--- config.mk ---
export PLATFORM = sky130hd
export DESIGN_NAME = regfile_write_arbiter
export DESIGN_NICKNAME = d
export VERILOG_FILES = /design/src/rtl/regfile_pkg.sv /design/src/rtl/regfile_write_arbiter_rr_arb2.sv /design/src/rtl/regfile_write_arbiter.sv
export SDC_FILE = /design/constraint.sdc
export NUM_CORES = 1
export LEC_CHECK = 0
export ABC_AREA = 1
export ABC_CLOCK_PERIOD_IN_PS = 1000
export BUFFER_PORTS_ARGS = -buffer_cell sky130_fd_sc_hd__clkbuf_2
export CORE_AREA = 4 4 103 105
export CTS_BUF_LIST = sky130_fd_sc_hd__clkbuf_8
export CTS_CLUSTER_SIZE = 40
export DETAILED_ROUTE_END_ITERATION = 8
export DIE_AREA = 0 0 107 109
export PLACE_DENSITY = 0.85
export SETUP_SLACK_MARGIN = 0.15
export SLEW_MARGIN = 0
export SYNTH_ARGS = -nofsm -noshare
export SYNTH_HDL_FRONTEND = slang
export SYNTH_SLANG_ARGS = --single-unit
--- constraint.sdc ---
create_clock -name clk -period 1 [get_ports clk]
set_input_delay 0.2 -clock clk [delete_from_list [all_inputs] [get_ports clk]]
set_output_delay 0.2 -clock clk [all_outputs]
set_load 0.05 [all_outputs]
--- src/rtl/regfile_pkg.sv ---
// Shared types and default sizes for the register-file write-port arbiter.
package regfile_pkg;

  localparam int REGFILE_DATA_W   = 64;
  localparam int REGFILE_ADDR_W   = 5;
  localparam int REGFILE_NUM_REGS = 32;

  typedef enum logic {
    ARB   = 1'b0,
    CLEAR = 1'b1
  } regwr_state_e;

  typedef struct packed {
    logic                      en;
    logic [REGFILE_ADDR_W-1:0] rd;
    logic [REGFILE_DATA_W-1:0] data;
  } regwr_t;

endpackage

--- src/rtl/regfile_write_arbiter_rr_arb2.sv ---
// Two-input round-robin grant logic; the priority pointer only moves after a contested grant.
module rr_arb2 (
  input  logic       clk,
  input  logic       reset,
  input  logic       en,
  input  logic [1:0] valid,
  output logic [1:0] grant
);

  logic prio;

  always_comb begin
    grant = 2'b00;
    if (en) begin
      if (valid == 2'b11) grant = prio ? 2'b10 : 2'b01;
      else                grant = valid;
    end
  end

  always_ff @(posedge clk or negedge reset) begin
    if (!reset)                        prio <= 1'b0;
    else if (en && (valid == 2'b11))   prio <= ~prio;
  end

endmodule

--- src/rtl/regfile_write_arbiter.sv ---
// Shares the register-file write port between ALU and load writeback with registered outputs.
// Define REGFILE_CLEAR_EN to compile in the x1..x(NUM_REGS-1) clear sequencer.
module regfile_write_arbiter
  import regfile_pkg::*;
#(
  parameter int DATA_W   = REGFILE_DATA_W,
  parameter int ADDR_W   = REGFILE_ADDR_W,
  parameter int NUM_REGS = REGFILE_NUM_REGS
) (
  input  logic              clk,
  input  logic              reset,
  input  logic              req0_valid,
  input  logic [ADDR_W-1:0] req0_rd,
  input  logic [DATA_W-1:0] req0_data,
  output logic              req0_ready,
  input  logic              req1_valid,
  input  logic [ADDR_W-1:0] req1_rd,
  input  logic [DATA_W-1:0] req1_data,
  output logic              req1_ready,
  input  logic              clear_start,
  output logic              clear_busy,
  output logic              wr_en,
  output logic [ADDR_W-1:0] wr_rd,
  output logic [DATA_W-1:0] wr_data
);

  logic              arb_en;
  logic              clear_issue;
  logic [ADDR_W-1:0] clr_idx;
  logic [1:0]        grant;

`ifdef REGFILE_CLEAR_EN
  localparam logic [ADDR_W-1:0] LAST_IDX = ADDR_W'(NUM_REGS - 1);

  regwr_state_e      state, state_nxt;
  logic [ADDR_W-1:0] clr_idx_nxt;
  logic              busy_q;
  logic              start;

  always_ff @(posedge clk or negedge reset) begin
    if (!reset) begin
      state   <= ARB;
      clr_idx <= ADDR_W'(1);
      busy_q  <= 1'b0;
    end else begin
      state   <= state_nxt;
      clr_idx <= clr_idx_nxt;
      // busy covers the walk plus the cycle the last zero write is on the port
      busy_q  <= (state == CLEAR) || (state_nxt == CLEAR);
    end
  end

  always_comb begin
    state_nxt   = state;
    clr_idx_nxt = clr_idx;
    start       = 1'b0;
    arb_en      = 1'b0;
    clear_issue = 1'b0;
    case (state)
      ARB: begin
        start       = clear_start && !busy_q;
        arb_en      = reset && !start;
        clear_issue = start;
      end
      CLEAR: clear_issue = 1'b1;
      default: state_nxt = ARB;
    endcase
    if (clear_issue) begin
      if (clr_idx == LAST_IDX) begin
        state_nxt   = ARB;
        clr_idx_nxt = ADDR_W'(1);
      end else begin
        state_nxt   = CLEAR;
        clr_idx_nxt = clr_idx + ADDR_W'(1);
      end
    end
  end

  assign clear_busy = busy_q;
`else
  logic unused_clear;

  assign arb_en       = reset;
  assign clear_issue  = 1'b0;
  assign clr_idx      = '0;
  assign clear_busy   = 1'b0;
  assign unused_clear = clear_start ^ (NUM_REGS == 0);
`endif

  rr_arb2 u_arb (
    .clk   (clk),
    .reset (reset),
    .en    (arb_en),
    .valid ({req1_valid, req0_valid}),
    .grant (grant)
  );

  assign req0_ready = grant[0];
  assign req1_ready = grant[1];

  // stage p0: select the write for the port; x0 is accepted but never written
  logic              wr_vld_p0;
  logic [ADDR_W-1:0] wr_rd_p0;
  logic [DATA_W-1:0] wr_data_p0;
  logic              wr_vld_p1;
  logic [ADDR_W-1:0] wr_rd_p1;
  logic [DATA_W-1:0] wr_data_p1;

  always_comb begin
    wr_vld_p0  = 1'b0;
    wr_rd_p0   = wr_rd_p1;
    wr_data_p0 = wr_data_p1;
    if (clear_issue) begin
      wr_vld_p0  = 1'b1;
      wr_rd_p0   = clr_idx;
      wr_data_p0 = '0;
    end else if (grant[0]) begin
      wr_vld_p0  = (req0_rd != '0);
      wr_rd_p0   = req0_rd;
      wr_data_p0 = req0_data;
    end else if (grant[1]) begin
      wr_vld_p0  = (req1_rd != '0);
      wr_rd_p0   = req1_rd;
      wr_data_p0 = req1_data;
    end
  end

  // stage p1: registered write port
  always_ff @(posedge clk or negedge reset) begin
    if (!reset) begin
      wr_vld_p1  <= 1'b0;
      wr_rd_p1   <= '0;
      wr_data_p1 <= '0;
    end else begin
      wr_vld_p1  <= wr_vld_p0;
      wr_rd_p1   <= wr_rd_p0;
      wr_data_p1 <= wr_data_p0;
    end
  end

  assign wr_en   = wr_vld_p1;
  assign wr_rd   = wr_rd_p1;
  assign wr_data = wr_data_p1;

endmodule

==> metrics.log, run 1 <==
[metrics] top post-synthesis cells by area: dfrtp_1 44%, nand2_1 20%, nand3_1 18%, inv_1 12%, buf_2 2.7%
[metrics] share of final-layout standard cells stronger than drive strength 1: 36.9%
[metrics] final critical-path share of the clock period: 140%
[metrics] Min-Delay Path Class: in -> async
[metrics] outcome: finished, violations left
[metrics] power density over cell area: 1820 mW/mm²
[metrics] All-Layer GR Usage: 24.7%
[metrics] Net count, final: 1011
[metrics] fraction of the mapped netlist area in compound gates: 0.124%
[metrics] share of flip-flops with an asynchronous set or reset after synthesis: 100%
[metrics] ys flop type: dfrtp_1
[metrics] pre-CTS worst setup slack: -0.247 ns
[metrics] top cell family by delay on the critical path: flip-flops
[metrics] total clock buffers created by CTS: 9
[metrics] post-synthesis adder-cell area fraction: 0%
[metrics] total wire length: 15.4 mm
[metrics] number of port buffers: 213
[metrics] largest net degree at the start of global routing: 40
[metrics] number of enable flip-flop cells after synthesis: 0
[metrics] post-synth design cell area: 0.00402 mm²
[metrics] transition time at the pin with the least slew margin: 0.534 ns
[metrics] clk_skew: 0.0140 ns
[metrics] clock tree from TritonCTS: done
[metrics] total I/O pin count: 216
[metrics] routed vias: 4871
[metrics] starting density of the core: 41.7%
[metrics] Worst-path clk slew: 0.08 ns
[metrics] Max Root-Sink Buffers: 2
[metrics] leakage power: 4.24 nW
[metrics] initial antenna violation count: 0
[metrics] HPWL after detailed placement: 9.47 mm
[metrics] part of the Yosys area used for sequential elements: 44.2%
[metrics] Worst EP required: 0.80 ns
[metrics] cells after synthesis: 603
[metrics] residual antenna-violating net count after detailed routing: 0
[metrics] clock latency at the later pin of the worst-skew pair: 0.34 ns
[metrics] number of buffer and inverter instances along the worst setup path: 3
[metrics] library cell with the largest summed area after synthesis: dfrtp_1
[metrics] Hold Vio Cnt, Final: 0
[metrics] number of global-route vias before repair: 4749
[metrics] number of distinct standard cells referenced by the synthesized netlist: 14
[metrics] dominant combinational cell family by area after synthesis: simple AND/OR/NAND/NOR gates
[metrics] path type of the worst setup path: reg -> out
[metrics] number of optimization iterations in the first detailed-route pass: 5
[metrics] f_max: 0.716 GHz
[metrics] launching element type of the critical path: flop
[metrics] number of max-cap violations: 0
[metrics] H-tree depth reported by CTS: 3
[metrics] routability congestion estimate: 0.824
[metrics] floorplan die width: 107 µm
[metrics] wire length of the first global-routing pass: 22.7 mm
[metrics] time the worst path needs with I/O delays and setup: 1.40 ns
[metrics] clock root buffer master: clkbuf_8
[metrics] height of the die: 109 µm
[metrics] grt ovf: 0
[metrics] CP Data Arrival Time: 1.20 ns
[metrics] standard cell core area: 0.00964 mm²
[metrics] number of DRC markers in iteration 0: 322
[metrics] area enclosed by the die boundary: 0.0117 mm²
[metrics] largest voltage drop on the vdd net: 0.933 mV
[metrics] Vias/cell: 4.84
[metrics] Max-slew headroom: 64.4%
[metrics] Diodes inserted: 0
[metrics] final setup violation count: 142
[metrics] number of warnings printed during yosys synthesis: 0
[metrics] endpoint type of the worst setup path: primary output
[metrics] unrepaired setup endpoints after global routing: yes
[metrics] top-area cell type share of the netlist area: 44.2%
[metrics] Worst path slowest cell: dfrtp_1
[metrics] Area growth syn-to-layout: 71.3%
[metrics] failing checks: setup timing
[metrics] post-layout total power: 0.0126 W
[metrics] final routed DRC violation total: 0
[metrics] clock sink total: 71
[metrics] top fanout value on the critical path: 2
[metrics] wire length per cell: 15.3 µm
[metrics] synthesized flop and latch total: 71
[metrics] proportion of synthesized area in mux cells: 0%
[metrics] cell with the most instances after synthesis: nand2_1
[metrics] Avg Cell Area, Syn: 6.67 µm²
[metrics] Slew Viols, Final: 0
[metrics] post-route setup slack: -0.396 ns
[metrics] most frequent cells after synthesis: 211 x nand2_1, 141 x nand3_1, 133 x inv_1
[metrics] sequence of cells on the critical path: nand2_2, nand2_4, buf_12, clkinv_8, clkbuf_16
[metrics] net count after synthesis: 746
[metrics] XOR/XNOR share of the synthesized area: 0.218%
[metrics] critical path's largest stage delay: 0.39 ns
[metrics] post-synthesis share of cell area spent on and, or, nand and nor gates: 37.7%
[metrics] number of rows created at floorplan: 36
-- flip-flops by register name (all words and copies together) (netlist names) --
name,flops
wr_rd,5
wr_en,1
u_arb.prio,1
wr_data,64
-- power by group --
group | switching (W) | internal, W | total, W
clock | 0.00109 | 0.00137 | 0.00246
combinational | 0.00348 | 0.00278 | 0.00626
sequential | 0.000479 | 0.00336 | 0.00384
-- final timing paths --
check | start | endpoint | slack (ns) | cells past startpoint
max | u_arb.prio$_DFFE_PN0P_ | req0_ready | -0.40 | 5
min | reset | wr_data[0]$_DFFE_PN0P_ | 0.05 | 3
max reg2reg | u_arb.prio$_DFFE_PN0P_ | wr_rd[2]$_DFFE_PN0P_ | -0.36 | 10
min reg2reg | wr_rd[4]$_DFFE_PN0P_ | wr_rd[4]$_DFFE_PN0P_ | 0.53 | 2
max in group asynchronous | reset | wr_data[19]$_DFFE_PN0P_ | 0.52 | 3
min in group clk | req0_rd[3] | wr_rd[3]$_DFFE_PN0P_ | 0.12 | 3
-- layout make-up --
cell class,count,area (µm²)
fillers,727,2750
repair buffers,290,2610
flip-flops and latches,71,1780
multi-input cells,360,1610
inverters,136,523
well taps,133,166
clock buffers,9,124
clock inverters,7,81.3
-- placed cells by master, fill, tap and decap left out, drive strengths merged --
cell / n
conb: 1
a21oi: 1
dlygate4sd3: 1
nand3: 141
xor2: 1
clkinv: 3
nor2: 4
nand2: 212
buf: 146
bufinv: 2
dfrtp: 71
bufbuf: 2
clkbuf: 150
inv: 138
-- what timing repair did --
item	CTS	global route
endpoints found under the setup margin	142	143
hold buffers	1	0
setup buffers	22	20
resized for setup	166	91
cloned	3	0
pin swaps	7	5
hold endpoints to repair	1	0
-- tightest hold or removal path, delay by kind of cell --
| kind | cells | cell delay [ns] |
|---|---|---|
| buffers and inverters | 3 | 0.61 |
-- kinds of logic after synthesis --
kind of cell	count (synthesis)
flops	71
xor+xnor	1
buf+inv	172
compound gates	1
other cells	1
simple gates	357
-- routing by layer --
layer,track usage (%),routed length [µm],vias to the layer above,share of wire [%]
met5,0,0,-,0
met4,11.3,671,0,4.4
met3,4.38,1070,54,7.0
met2,45.2,8190,234,53
met1,27.9,5470,2260,35
li1,-,-,2323,-
-- metrics by stage --
| stage | TNS [ns] | cell area, µm² | util (%) | hold WS, ns | cells |
|---|---|---|---|---|---|
| after global placement | -12.80 | 5400 | 56.0 | 0.135 | 944 |
| after floorplan | -0.112 | 4090 | - | -0.0956 | 603 |
| after detailed placement | -14.34 | 5400 | 56.0 | 0.135 | 944 |
| after CTS | -25.86 | 6570 | 68.2 | 0.0444 | 986 |
| final | -25.17 | 6890 | 71.5 | 0.0506 | 1006 |
| after global routing | -31.07 | 6890 | 71.5 | 0.0692 | 1006 |
No activity file was read; power rests on OpenSTA's default activity.
==> inputs of run 2 (changes only) <==
- CORE_AREA: 4 4 103 105 -> 4 4 119 92
- DIE_AREA: 0 0 107 109 -> 0 0 123 96
- PLACE_DENSITY: 0.85 -> 0.84
==> run 2 against run 1 <==
  * The flow still finishes with violations (setup timing)
  * Routed wire length is 4.5% lower
  * Die area is 1.2% higher
  * Register-to-register slack better by 0.02 ns
==> metrics.log, run 2 (synthesis gave the netlist of run 1 again) <==
[metrics] final routed DRC violation total: 0
[metrics] Max-slew headroom: 63.3%
[metrics] setup TNS: -23.17 ns
[metrics] wire length of the first global-routing pass: 21.0 mm
[metrics] total of fill cells in the finished design: 766
[metrics] number of rows created at floorplan: 31
[metrics] transition time at the pin with the least slew margin: 0.551 ns
[metrics] largest net degree at the start of global routing: 44
[metrics] path type of the worst setup path: reg -> reg
[metrics] share of final-layout standard cells stronger than drive strength 1: 35.0%
[metrics] total clock buffers created by CTS: 9
[metrics] final cell area excluding filler cells: 0.00673 mm²
[metrics] final setup violation count: 142
[metrics] leading cell types in the layout, fill and taps excluded: 206 x nand2_1, 141 x nand3_1, 140 x clkbuf_2
[metrics] launching element type of the critical path: flop
[metrics] met2 track demand over resource in global routing: 40.3%
[metrics] fraction of met1 tracks used by global routing: 27.2%
[metrics] residual antenna-violating net count after detailed routing: 0
[metrics] sequential cell area in the final layout: 0.00178 mm²
[metrics] total wire length: 14.7 mm
[metrics] Worst path slowest cell: dfrtp_1
[metrics] Worst EP required: 1.23 ns
[metrics] Hold Vio Cnt, Final: 0
[metrics] All-Layer GR Usage: 22.9%
[metrics] CP Data Arrival Time: 1.57 ns
[metrics] sequence of cells on the critical path: nand2_2, buf_6, bufbuf_16, nand3_1, nand3_1, nand2_1
[metrics] startpoint of the worst register-to-register path: u_arb.prio$_DFFE_PN0P_
[metrics] Net count, final: 996
[metrics] height of the die: 96 µm
[metrics] largest voltage drop on the vdd net: 1.06 mV
[metrics] cells on worst reg2reg path: 6
[metrics] power density over cell area: 1870 mW/mm²
[metrics] clk_skew: 0.00538 ns
[metrics] initial antenna violation count: 0
[metrics] Slew Viols, Final: 0
[metrics] Worst-path clk slew: 0.08 ns
[metrics] floorplan die width: 123 µm
[metrics] number of global-route vias before repair: 4497
[metrics] most common cell after layout, fill and taps aside: nand2_1
[metrics] pre-CTS worst setup slack: -0.282 ns
[metrics] routability congestion estimate: 0.831
[metrics] crit path from: u_arb.prio$_DFFE_PN0P_
[metrics] time the worst path needs with I/O delays and setup: 1.34 ns
[metrics] clock sink total: 71
[metrics] grt ovf: 0
[metrics] H-tree depth reported by CTS: 3
[metrics] clock latency at the later pin of the worst-skew pair: 0.34 ns
[metrics] wire length per cell: 14.9 µm
[metrics] final cell utilization of the core: 69.7%
[metrics] endpoint type of the worst setup path: flop
[metrics] Vias/cell: 4.82
[metrics] post-route worst hold slack: 0.0899 ns
[metrics] post-route setup slack: -0.337 ns
[metrics] final critical-path share of the clock period: 134%
[metrics] top fanout value on the critical path: 10
[metrics] clock root buffer master: clkbuf_8
[metrics] area of combinational cells with multiple inputs: 0.00157 mm²
[metrics] starting density of the core: 41.7%
[metrics] number of max-cap violations: 0
[metrics] leakage power: 4.13 nW
[metrics] standard cell core area: 0.00966 mm²
[metrics] Area growth syn-to-layout: 67.3%
[metrics] Top Usage Layer GRT: met2
[metrics] Crit path top cell by count: nand3_1
[metrics] number of optimization iterations in the first detailed-route pass: 5
[metrics] total I/O pin count: 216
[metrics] critical path's largest stage delay: 0.40 ns
[metrics] clock tree from TritonCTS: done
[metrics] f_max: 0.748 GHz
[metrics] Diodes inserted: 0
[metrics] Min-Delay Path Class: in -> async
[metrics] unrepaired setup endpoints after global routing: yes
[metrics] met3 usage in global routing: 6.29%
[metrics] number of DRC markers in iteration 0: 304
[metrics] post-detailed-placement cell area: 0.00533 mm²
[metrics] slack of the worst reg-to-reg path: -0.34 ns
[metrics] routed vias: 4773
[metrics] max FFs per register: 64
[metrics] Max Root-Sink Buffers: 2
[metrics] failing checks: setup timing
[metrics] HPWL after detailed placement: 9.16 mm
[metrics] area enclosed by the die boundary: 0.0118 mm²
[metrics] number of port buffers: 213
[metrics] outcome: finished, violations left
==> run 2: cell types whose count changed in the layout (fill, tap and decap cells not counted), moves of 2 or more <==
cell and change:
buf_12 -4, nand2_2 -3, buf_4 -14, buf_6 +2, inv_1 -3, nand3_2 -5, nand2_4 -2, nand3_1 +5
nand2_1 +5
==> run 2: routing by layer <==
layer,vias up,part of all wire (%)
met4,0,1.9
met5,-,0
li1,2293,-
met3,25,9.5
met1,2186,39
met2,269,50
==> run 2: cell type report <==
class	count	area share [%]
inverters	136	7.69
repair buffers	275	36.9
clock inverters	6	1.26
well taps	132	2.45
flip-flops and latches	71	26.4
clock buffers	10	2.04
multi-input cells	360	23.2
==> run 2: critical path: cells and delay by family (launching register included) <==
kind | cells | cell delay, ns
flops | 1 | 0.40
simple gates | 4 | 0.36
buf+inv | 2 | 0.48
==> run 2: metrics by stage <==
step / std cells / power [W]
finish: 990 / 0.0126
global route: 990 / 0.0131
CTS: 975 / 0.0120
detailed placement: 934 / 0.00801
global placement: 934 / 0.00795
floorplan: 603 / 0.00674
==> run 2: worst paths after layout <==
kind / end
min in group clk: wr_rd[2]$_DFFE_PN0P_
min: wr_data[29]$_DFFE_PN0P_
min reg2reg: wr_data[44]$_DFFE_PN0P_
max: wr_data[46]$_DFFE_PN0P_
max in group asynchronous: wr_data[60]$_DFFE_PN0P_
max reg2reg: wr_data[46]$_DFFE_PN0P_
==> run 2: power by group <==
part / switching (W) / internal [W]
clock: 0.00108 / 0.00146
sequential: 0.000486 / 0.00336
combinational: 0.00347 / 0.00273
total: 0.00504 / 0.00755
==> run 2: timing repair <==
item / CTS / global route
setup endpoints to repair: 142 / 171
buffers inserted: 21 / 14
hold buffers: 1 / 0
resized for setup: 154 / 79
hold endpoints to repair: 15 / 0
pin swaps: 4 / 3
cloned: 3 / 1
